## config.mk

```make
export PLATFORM = sky130hd
export DESIGN_NAME = uart_ctrl_flat
export DESIGN_NICKNAME = d
export VERILOG_FILES = /design/src/rtl/uart_ctrl_if.sv /design/src/rtl/uart_ctrl.sv /design/src/flat_wrapper.sv
export SDC_FILE = /design/constraint.sdc
export NUM_CORES = 1
export LEC_CHECK = 0
export ABC_CLOCK_PERIOD_IN_PS = 6530
export BUFFER_PORTS_ARGS = -buffer_cell sky130_fd_sc_hd__buf_2
export CAP_MARGIN = 0
export CORE_ASPECT_RATIO = 1.25
export CORE_MARGIN = 2
export CORE_UTILIZATION = 53
export DETAILED_ROUTE_END_ITERATION = 16
export GPL_TIMING_DRIVEN = 0
export PLACE_DENSITY = 0.93
export SYNTH_ARGS = -nofsm -noshare
export SYNTH_HDL_FRONTEND = slang
export SYNTH_SLANG_ARGS = --single-unit
```

## constraint.sdc

```tcl
create_clock -name clk -period 6.53 [get_ports clk]
set_input_delay 1.306 -clock clk [delete_from_list [all_inputs] [get_ports clk]]
set_output_delay 1.306 -clock clk [all_outputs]
set_load 0.02 [all_outputs]
```

## src/rtl/uart_ctrl_if.sv

```systemverilog
// uart_ctrl_if: bus-side and UART-side signal bundle for uart_ctrl.
// Latency: none, wires only.
// Backpressure: none here; overflow handling lives in uart_ctrl.
interface uart_ctrl_if;
  logic        rd;
  logic        wr;
  logic [31:0] addr;
  logic [31:0] wdata;
  logic [31:0] rdata;
  logic [7:0]  RX_DATA;
  logic        RX_STATUS;
  logic        TX_STATUS;
  logic [7:0]  TX_DATA;
  logic        ctrl;
  logic        irqout;

  // Controller side
  modport slave (
    input  rd, wr, addr, wdata, RX_DATA, RX_STATUS, TX_STATUS,
    output rdata, TX_DATA, ctrl, irqout
  );

  // Bus master / UART PHY side
  modport master (
    output rd, wr, addr, wdata, RX_DATA, RX_STATUS, TX_STATUS,
    input  rdata, TX_DATA, ctrl, irqout
  );
endinterface

```

## src/rtl/uart_ctrl.sv

```systemverilog
// uart_ctrl: memory-mapped UART controller (TX FIFO + start FSM, RX holding buffer, IRQ).
// Latency: TXD write to ctrl pulse 2 cycles with idle transmitter; rdata is combinational.
// Backpressure: full TX FIFO drops the byte and sets tx_ovf; unread RX byte is overwritten and sets rx_ovr.
module uart_ctrl #(
  parameter int unsigned TX_DEPTH = 4,
  parameter logic [31:0] BASE     = 32'h40000018
) (
  input logic        clk,
  input logic        reset,
  uart_ctrl_if.slave bus
);
  localparam int unsigned   PW       = $clog2(TX_DEPTH);
  localparam int unsigned   CW       = PW + 1;
  localparam logic [CW-1:0] FULL_CNT = CW'(TX_DEPTH);
  localparam logic [31:0]   TXD_A    = BASE;
  localparam logic [31:0]   RXD_A    = BASE + 32'd4;
  localparam logic [31:0]   CON_A    = BASE + 32'd8;

  typedef enum logic [1:0] {S_IDLE, S_LOAD, S_WAIT_BUSY, S_WAIT_DONE} tx_state_t;

  tx_state_t     r_state, w_next;
  logic [7:0]    r_fifo [TX_DEPTH];
  logic [PW-1:0] r_wptr, r_rptr;
  logic [CW-1:0] r_cnt;
  logic [7:0]    r_tx_data, r_rx_buf;
  logic          r_ie_tx, r_ie_rx, r_tx_done, r_rx_ready, r_tx_ovf, r_rx_ovr, r_irq;

  logic w_push, w_pop, w_full, w_accept, w_drop;
  logic w_rd_rxd, w_rd_con, w_wr_con, w_tx_fin, w_tx_busy, w_ctrl;
  logic [31:0] w_rdata;
  logic w_unused;

  assign w_push    = bus.wr && (bus.addr == TXD_A);
  assign w_wr_con  = bus.wr && (bus.addr == CON_A);
  assign w_rd_rxd  = bus.rd && (bus.addr == RXD_A);
  assign w_rd_con  = bus.rd && (bus.addr == CON_A);
  assign w_full    = (r_cnt == FULL_CNT);
  assign w_pop     = (r_state == S_IDLE) && (r_cnt != '0) && bus.TX_STATUS;
  // A pop frees a slot in the same cycle, so a write into a full FIFO still lands.
  assign w_accept  = w_push && (!w_full || w_pop);
  assign w_drop    = w_push && w_full && !w_pop;
  assign w_tx_fin  = (r_state == S_WAIT_DONE) && bus.TX_STATUS;
  assign w_tx_busy = (r_state != S_IDLE) || (r_cnt != '0);
  assign w_unused  = ^{bus.wdata[31:8]};

  // TX FSM state register
  always_ff @(posedge clk or posedge reset) begin
    if (reset) r_state <= S_IDLE;
    else       r_state <= w_next;
  end

  // TX FSM next state and start pulse
  always_comb begin
    w_next = r_state;
    w_ctrl = 1'b0;
    case (r_state)
      S_IDLE:      if (w_pop) w_next = S_LOAD;
      S_LOAD: begin
        w_ctrl = 1'b1;
        w_next = S_WAIT_BUSY;
      end
      S_WAIT_BUSY: if (!bus.TX_STATUS) w_next = S_WAIT_DONE;
      S_WAIT_DONE: if (bus.TX_STATUS) w_next = S_IDLE;
      default:     w_next = S_IDLE;
    endcase
  end

  // FIFO storage; contents are don't-care while the pointers say empty
  always_ff @(posedge clk) begin
    if (w_accept) r_fifo[r_wptr] <= bus.wdata[7:0];
  end

  // FIFO pointers, occupancy and the byte latched for the transmitter
  always_ff @(posedge clk or posedge reset) begin
    if (reset) begin
      r_wptr    <= '0;
      r_rptr    <= '0;
      r_cnt     <= '0;
      r_tx_data <= 8'h00;
    end else begin
      if (w_accept) r_wptr <= r_wptr + 1'b1;
      if (w_pop) begin
        r_rptr    <= r_rptr + 1'b1;
        r_tx_data <= r_fifo[r_rptr];
      end
      case ({w_accept, w_pop})
        2'b10:   r_cnt <= r_cnt + 1'b1;
        2'b01:   r_cnt <= r_cnt - 1'b1;
        default: r_cnt <= r_cnt;
      endcase
    end
  end

  // CON flags and RX buffer; set events take priority over read-to-clear
  always_ff @(posedge clk or posedge reset) begin
    if (reset) begin
      r_ie_tx    <= 1'b0;
      r_ie_rx    <= 1'b0;
      r_tx_done  <= 1'b0;
      r_rx_ready <= 1'b0;
      r_tx_ovf   <= 1'b0;
      r_rx_ovr   <= 1'b0;
      r_rx_buf   <= 8'h00;
    end else begin
      if (w_wr_con) begin
        r_ie_tx <= bus.wdata[0];
        r_ie_rx <= bus.wdata[1];
      end
      if (w_tx_fin)      r_tx_done <= 1'b1;
      else if (w_rd_con) r_tx_done <= 1'b0;
      if (w_drop)        r_tx_ovf <= 1'b1;
      else if (w_rd_con) r_tx_ovf <= 1'b0;
      // A byte arriving while the old one is being read is not an overrun.
      if (bus.RX_STATUS && r_rx_ready && !w_rd_rxd) r_rx_ovr <= 1'b1;
      else if (w_rd_con)                            r_rx_ovr <= 1'b0;
      if (bus.RX_STATUS) begin
        r_rx_buf   <= bus.RX_DATA;
        r_rx_ready <= 1'b1;
      end else if (w_rd_rxd) begin
        r_rx_ready <= 1'b0;
      end
    end
  end

  // Registered interrupt request
  always_ff @(posedge clk or posedge reset) begin
    if (reset) r_irq <= 1'b0;
    else       r_irq <= (r_ie_tx & r_tx_done) | (r_ie_rx & r_rx_ready);
  end

  // Combinational read mux; zero when not reading or unmapped
  always_comb begin
    w_rdata = 32'h0;
    if (bus.rd) begin
      if (bus.addr == TXD_A)      w_rdata = {24'h0, r_tx_data};
      else if (bus.addr == RXD_A) w_rdata = {24'h0, r_rx_buf};
      else if (bus.addr == CON_A)
        w_rdata = {25'h0, r_rx_ovr, r_tx_ovf, w_tx_busy, r_rx_ready, r_tx_done, r_ie_rx, r_ie_tx};
    end
  end

  assign bus.rdata   = w_rdata;
  assign bus.TX_DATA = r_tx_data;
  assign bus.ctrl    = w_ctrl;
  assign bus.irqout  = r_irq;
endmodule

```

## src/flat_wrapper.sv

```systemverilog
// flat-port wrapper written by rule: the top's interface ports become plain ports
module uart_ctrl_flat 
#(
  parameter int unsigned TX_DEPTH = 4,
  parameter logic [31:0] BASE     = 32'h40000018
)
  (clk, reset, bus_rd, bus_wr, bus_addr, bus_wdata, bus_RX_DATA, bus_RX_STATUS, bus_TX_STATUS, bus_rdata, bus_TX_DATA, bus_ctrl, bus_irqout);
  uart_ctrl_if bus_i ();
  input logic clk;
  input logic reset;
  input wire logic [$bits(bus_i.rd)-1:0] bus_rd;
  input wire logic [$bits(bus_i.wr)-1:0] bus_wr;
  input wire logic [$bits(bus_i.addr)-1:0] bus_addr;
  input wire logic [$bits(bus_i.wdata)-1:0] bus_wdata;
  input wire logic [$bits(bus_i.RX_DATA)-1:0] bus_RX_DATA;
  input wire logic [$bits(bus_i.RX_STATUS)-1:0] bus_RX_STATUS;
  input wire logic [$bits(bus_i.TX_STATUS)-1:0] bus_TX_STATUS;
  output wire logic [$bits(bus_i.rdata)-1:0] bus_rdata;
  output wire logic [$bits(bus_i.TX_DATA)-1:0] bus_TX_DATA;
  output wire logic [$bits(bus_i.ctrl)-1:0] bus_ctrl;
  output wire logic [$bits(bus_i.irqout)-1:0] bus_irqout;
  assign bus_i.rd = bus_rd;
  assign bus_i.wr = bus_wr;
  assign bus_i.addr = bus_addr;
  assign bus_i.wdata = bus_wdata;
  assign bus_i.RX_DATA = bus_RX_DATA;
  assign bus_i.RX_STATUS = bus_RX_STATUS;
  assign bus_i.TX_STATUS = bus_TX_STATUS;
  assign bus_rdata = bus_i.rdata;
  assign bus_TX_DATA = bus_i.TX_DATA;
  assign bus_ctrl = bus_i.ctrl;
  assign bus_irqout = bus_i.irqout;
  uart_ctrl #(.TX_DEPTH(TX_DEPTH), .BASE(BASE)) u_core (.clk(clk), .reset(reset), .bus(bus_i));
endmodule
```

==> results of run 1 <==
[registers in the layout, indices dropped and copies added, names as in the netlist]
name,count
u_core.r_cnt,3
u_core.bus.irqout,1
u_core.r_wptr,2
u_core.r_tx_done,1
u_core.r_tx_ovf,1
u_core.r_state,2
u_core.r_ie_rx,1
u_core.r_rptr,2
u_core.r_rx_ready,1
u_core.r_ie_tx,1
u_core.r_rx_ovr,1
u_core.r_fifo,32
u_core.bus.TX_DATA,8
u_core.r_rx_buf,8
[kinds of logic (layout without fill, tap and decap cells)]
group	after synthesis	in the layout	synth area share (%)
compound gates	36	36	6.69
xor+xnor	4	4	1.07
fa+ha+maj	10	10	4.05
buf+inv	42	128	7.69
flops	64	64	53.8
mux	32	32	13.8
other cells	1	24	0.115
simple gates	50	50	12.8
[worst max-delay path by stage]
stage	from	end	slack, ns
2_1_floorplan	bus_addr[4]	bus_rdata[0]	2.42
3_3_place_gp	bus_addr[4]	bus_rdata[1]	2.19
3_5_place_dp	bus_addr[4]	bus_rdata[1]	2.15
4_1_cts	bus_addr[5]	bus_rdata[1]	2.12
5_1_grt	bus_addr[3]	bus_rdata[1]	1.96
6_report	bus_addr[4]	bus_rdata[1]	2.13
[stage by stage]
step	setup slack (ns)	hold WS (ns)	total power [uW]	instances
floorplan	2.42	0.466	808	262
global placement	2.19	0.476	896	416
detailed placement	2.15	0.492	920	416
CTS	2.12	0.508	1210	432
global route	1.96	0.524	1280	433
finish	2.13	0.509	1210	433
[metal layers]
layer,vias to the layer above,part of all wire (%)
met5,-,0
met4,0,2.5
met3,18,6.6
met2,98,55
met1,1113,36
li1,1051,-
[power breakdown]
part | switching (uW) | internal [uW] | total (uW) | leakage [uW]
Clock | 161 | 137 | 298 | 0.0000854
Combinational | 213 | 176 | 389 | 0.000991
Sequential | 45.4 | 480 | 525 | 0.000663
Total | 419 | 793 | 1210 | 0.00174
[final cells by class]
| class | instances | area (um^2) |
|---|---|---|
| multi-input cells | 156 | 1350 |
| plain buffers | 31 | 210 |
| clock buffers | 9 | 124 |
| repair buffers | 70 | 373 |
| well taps | 85 | 106 |
| inverters | 11 | 41.3 |
| fillers | 477 | 2080 |
| flip-flops and latches | 64 | 1760 |
| clock inverters | 7 | 47.5 |
[cell usage in the layout, fill, tap and decap left out, drive strengths merged]
cell type / Yosys / layout
a21o: 1 / 1
edfxtp: 32 / 32
buf: 26 / 96
nand2: 6 / 6
dfrtp: 32 / 32
nor2b: 1 / 1
o311ai: 1 / 1
inv: 11 / 12
and3: 1 / 1
a21oi: 14 / 14
or4b: 1 / 1
nor4bb: 1 / 1
o32ai: 1 / 1
and2: 4 / 4
nor3: 6 / 6
a211o: 1 / 1
a22o: 3 / 3
a41oi: 1 / 1
o21ai: 11 / 11
a32o: 1 / 1
o21a: 1 / 1
o211ai: 1 / 1
nand4: 4 / 4
conb: 1 / 24
ha: 9 / 9
nand3: 10 / 10
clkbuf: 5 / 14
or2: 1 / 1
nor4: 7 / 7
nor4b: 2 / 2
mux2i: 3 / 3
xnor2: 4 / 4
fa: 1 / 1
mux4: 8 / 8
nor2: 6 / 6
clkinv: 0 / 4
mux2: 21 / 21
clkinvlp: 0 / 2
==> flow_metrics.py, run 1 <==
metrics = {
    "run_status": {
        "run_status": "finished clean",
    },
    "pwr": {
        "ir_drop_mv": 0.264,
        "leakagePower_uw": 0.00174,
        "cell_pwr_density_nw_per_um2": 302,
    },
    "cts": {
        "cts_hold_buffers": 0,
        "post_cts_resized": 0,
        "clk_pin_slew_ns": 0.07,
        "number_of_clock_sinks": 64,
        "clk_latency_ns": 0.35,
        "post_cts.repair.setup_buffers": 0,
        "ctsHtreeMaxLevel": 3,
        "cts_buffer_depth": 2,
        "clockRootBuffer": "sky130_fd_sc_hd__clkbuf_8",
        "cts_tree": "done",
        "cts_inserted_buffers": 9,
    },
    "route": {
        "routed_via_density": 5.27,
        "dr.first_iter.drc_count": 143,
        "wl_um": 6800,
        "post_drt_wl_per_cell_um": 15.7,
        "routed-via-count": 2280,
        "postRouteAntennaNets": 0,
        "drt-pass1-iter-count": 4,
        "detail_route.drc_violations": 0,
    },
    "floorplan": {
        "pin_count": 120,
        "initial_core_utilization_pct": 53.8,
        "die_w_um": 74.3,
        "core_um2": 6090,
        "fp.dieArea_um2": 6820,
        "dieHeight_um": 91.8,
        "rows": 32,
    },
    "setup_path": {
        "r2r.worst_path.cells": 10,
        "cp.buffers_inverters": 2,
        "timing.critical_path.depth": 6,
        "reg2reg_slack_ns": 4.02,
        "endpoint_kind": "primary output",
        "critical_path.slowest_cell": "sky130_fd_sc_hd__or4b_2",
        "cells_along_the_critical_path": "buf_2 -> or4b_2 -> nor3_4 -> a21oi_1 -> a21oi_1 -> buf_2",
        "timing.critical_path.max_delay_family": "simple AND/OR/NAND/NOR gates",
        "worst-endpoint-arrival_ns": 3.09,
        "r2r_end": "u_core.r_cnt[2]",
        "cp-start-kind": "primary input",
        "cp_max_fo": 8,
        "cp.required_ns": 5.22,
        "timing.rr.start": "u_core.r_state[1]",
        "criticalPathCategory": "primary input to primary output",
        "critical_path.max_stage_delay_ns": 0.74,
    },
    "layout": {
        "layout.core_utilization_pct": 65.9,
        "antenna-diode-count": 0,
        "nets": 431,
        "layout-drive-gt1-share_pct": 45.7,
        "stdcell_area_um2": 4010,
        "area_growth_syn_to_layout_pct": 22.5,
    },
    "logic_synthesis": {
        "synth_edf_count": 32,
        "syn_area_per_cell_um2": 13.7,
        "synthArstFlopShare_pct": 50.0,
        "synthDistinctLibCells": 43,
        "synth_warnings": 0,
        "synth_commonest_cells": "sky130_fd_sc_hd__dfrtp_1, sky130_fd_sc_hd__edfxtp_1, sky130_fd_sc_hd__buf_4, sky130_fd_sc_hd__mux2_2, sky130_fd_sc_hd__a21oi_1",
        "ys_dominant_reg_cell": "sky130_fd_sc_hd__edfxtp_1",
        "synthDominantCellAreaShare_pct": 29.4,
        "synth_area_um2": 3270,
        "postSynthRegisterBits": 64,
        "synthTopCellsByArea": "sky130_fd_sc_hd__edfxtp_1, sky130_fd_sc_hd__dfrtp_1, sky130_fd_sc_hd__mux2_2",
        "number_of_cells_produced_by_synthesis": 239,
        "part_of_the_yosys_area_used_for_sequential_elements_pct": 53.8,
        "synth_largest_area_cell": "sky130_fd_sc_hd__edfxtp_1",
    },
    "worst_hold_path": {
        "min_delay_path_depth": 1,
        "worstHoldEndpoint": "u_core.r_rx_ovr",
        "timing.hold.worst.start": "u_core.r_rx_ovr",
        "min_path_type": "flip-flop to flip-flop",
    },
    "timing": {
        "fin_crit_sh_pct": 67.4,
        "rsz0062_at_grt": "false",
        "slew_violations": 0,
        "timing.final.crit_period_ns": 4.40,
        "worst_clock_skew_ns": 0.00868,
        "max_freq_ghz": 0.227,
        "finalHoldViolations": 0,
        "finalSetupViolations": 0,
        "timing_worst_slew_pin_value_ns": 0.842,
        "timing.slew.headroom_pct": 43.9,
        "setup_tns_ns": 0,
    },
    "global_routing": {
        "global_route_met1_usage_pct": 23.7,
        "groute.layer.met3.usage_pct": 7.69,
        "grt.busiest_layer": "met2",
        "grt_overflow": 0,
        "grt_max_degree": 33,
        "grt.met2_usage_pct": 37.2,
        "initial_antenna_violation_count": 0,
        "via_count_of_the_first_global_routing_pass": 2313,
        "grt_first_pass_wirelength_um": 10800,
        "grt_usage_pct": 21.7,
    },
    "placed_design": {
        "placement.cell_area_um2": 3810,
        "count_of_input_and_output_buffers": 69,
        "post_detail_place_hpwl_um": 5040,
        "gpl.final_weighted_congestion": 0.834,
    },
    "flow_run": {
        "maxCapViolations": 0,
    },
}
Note: power is estimated with default switching activity, not from simulation.
==> run 2: changes to the inputs <==
- ABC_CLOCK_PERIOD_IN_PS: 6530 -> 3850
- CORE_UTILIZATION: 53 -> 45
- PLACE_DENSITY: 0.93 -> 0.85
- clock period: 6.53 -> 3.85 ns (I/O delays scaled with it)
==> run 2 against run 1 <==
  * Non-clock buffer count unchanged
  * Setup slack worse by 1.6 ns
  * Design area is essentially flat
  * First-iteration DRC count down 27%
  * Total power up 68%
  * Core utilization is 8.8 points lower
  * Sequential share of layout area barely moved
  * Sequential cell count unchanged
  * Clock-buffer cell count did not move
  * Clock skew grew 0.00062 ns
  * Via count shrank 1.7%
  * Register-to-register slack worse by 2.6 ns
  * Critical path type unchanged
==> flow_metrics.py, run 2 (synthesized netlist as in run 1, its figures left out) <==
metrics = {
    "layout": {
        "layout-drive-gt1-share_pct": 45.4,
        "nets": 431,
        "top_register": "u_core.r_fifo",
        "fillerInstances": 573,
        "sequential_cell_area_um2": 1760,
        "final_cell_mix": "sky130_fd_sc_hd__buf_2, sky130_fd_sc_hd__dfrtp_1, sky130_fd_sc_hd__edfxtp_1",
        "finalNonFillerCells": 438,
        "multi_input_comb_area_um2": 1350,
        "layout.core_utilization_pct": 57.1,
        "max_ffs_per_register": 32,
        "layout.cells.most_common": "sky130_fd_sc_hd__buf_2",
        "antenna-diode-count": 0,
        "area_growth_syn_to_layout_pct": 22.5,
        "stdcell_area_um2": 4010,
    },
    "route": {
        "wl_um": 6560,
        "postRouteAntennaNets": 0,
        "post_drt_wl_per_cell_um": 15.0,
        "drt-pass1-iter-count": 4,
        "detail_route.drc_violations": 0,
        "routed-via-count": 2241,
        "dr.first_iter.drc_count": 105,
        "routed_via_density": 5.12,
    },
    "placed_design": {
        "gpl.final_weighted_congestion": 0.823,
        "count_of_input_and_output_buffers": 69,
        "placement.cell_area_um2": 3820,
        "place_inst": 421,
        "post_detail_place_hpwl_um": 5060,
    },
    "global_routing": {
        "grt_usage_pct": 17.7,
        "via_count_of_the_first_global_routing_pass": 2232,
        "grt_first_pass_wirelength_um": 10400,
        "grt_overflow": 0,
        "initial_antenna_violation_count": 0,
        "grt_max_degree": 33,
    },
    "setup_path": {
        "cp.required_ns": 3.08,
        "cp-start-kind": "primary input",
        "worst-endpoint-arrival_ns": 2.54,
        "cp_max_fo": 9,
        "criticalPathCategory": "primary input to primary output",
        "endpoint_kind": "primary output",
    },
    "cts": {
        "cts_hold_buffers": 0,
        "cts_inserted_buffers": 9,
        "cts_tree": "done",
        "clk_latency_ns": 0.35,
        "cts_buffer_depth": 2,
        "post_cts.repair.setup_buffers": 0,
        "post_cts_resized": 0,
        "clockRootBuffer": "sky130_fd_sc_hd__clkbuf_8",
        "ctsHtreeMaxLevel": 3,
        "number_of_clock_sinks": 64,
        "clk_pin_slew_ns": 0.07,
    },
    "floorplan": {
        "fp.dieArea_um2": 7970,
        "rows": 34,
        "core_um2": 7020,
        "initial_core_utilization_pct": 46.6,
        "pin_count": 120,
        "dieHeight_um": 99.3,
        "die_w_um": 80.3,
    },
    "pwr": {
        "cell_pwr_density_nw_per_um2": 507,
        "leakagePower_uw": 0.00172,
        "ir_drop_mv": 0.378,
        "power_uw": 2030,
    },
    "timing": {
        "timing_worst_slew_pin_value_ns": 0.774,
        "timing.slew.headroom_pct": 48.4,
        "worst_clock_skew_ns": 0.00930,
        "setup_tns_ns": 0,
        "finalHoldViolations": 0,
        "max_freq_ghz": 0.302,
        "rsz0062_at_grt": "false",
        "timing.final.crit_period_ns": 3.31,
        "slew_violations": 0,
        "fin_crit_sh_pct": 86.0,
        "finalSetupViolations": 0,
    },
    "flow_run": {
        "maxCapViolations": 0,
    },
    "worst_hold_path": {
        "min_path_type": "primary input to asynchronous set/reset pin",
    },
    "run_status": {
        "run_status": "finished clean",
    },
}
run 2: layer usage:
metal  vias to the layer above  share of wire [%]  wire (um)  track usage [%]
met4                         0                1.8        119             7.95
met3                        12                9.2        602             6.99
li1                       1050                  -          -                -
met2                       112                 52       3440             30.5
met1                      1067                 37       2400             18.9
met5                         -                  0          0                0
run 2: worst max-delay path, cell delays in order:
cell	delay [ns]
sky130_fd_sc_hd__buf_2	0.10
sky130_fd_sc_hd__nor4_2	0.36
sky130_fd_sc_hd__nand4_1	0.28
sky130_fd_sc_hd__or2_2	0.35
sky130_fd_sc_hd__clkbuf_1	0.20
sky130_fd_sc_hd__o21ai_0	0.24
sky130_fd_sc_hd__a21oi_1	0.07
sky130_fd_sc_hd__buf_2	0.16
run 2: metrics by stage:
step / worst slack [ns] / hold slack [ns]
final: 0.541 / 0.315
after floorplan: 0.807 / 0.466
after detailed placement: 0.527 / 0.492
after global placement: 0.562 / 0.477
after CTS: 0.523 / 0.509
after global routing: 0.363 / 0.310
run 2: final cells by class:
type	instances	share of cell area (%)
sequential	64	44.0
inverter	11	1.03
clock buffer	9	3.09
clock inverter	7	1.19
tap	90	2.81
buffer	31	5.25
multi-input combinational	156	33.6
timing repair buffer	70	9.12
run 2: worst paths after layout:
path,cells past startpoint,slack [ns],endpoint,from
max reg2reg,10,1.42,u_core.r_cnt[2],u_core.r_state[0]
min in group clk,1,0.51,u_core.r_rx_buf[7],u_core.r_rx_buf[7]
max in group asynchronous,3,3.14,u_core.r_ie_tx,reset
min reg2reg,1,0.51,u_core.r_rx_buf[7],u_core.r_rx_buf[7]
max,8,0.54,bus_rdata[2],bus_addr[14]
min,2,0.32,u_core.r_state[1],reset
run 2: power by group:
part	total (uW)	switching [uW]	internal (uW)
logic	650	350	300
clock network	492	261	231
registers	891	77.0	814
total	2030	688	1340
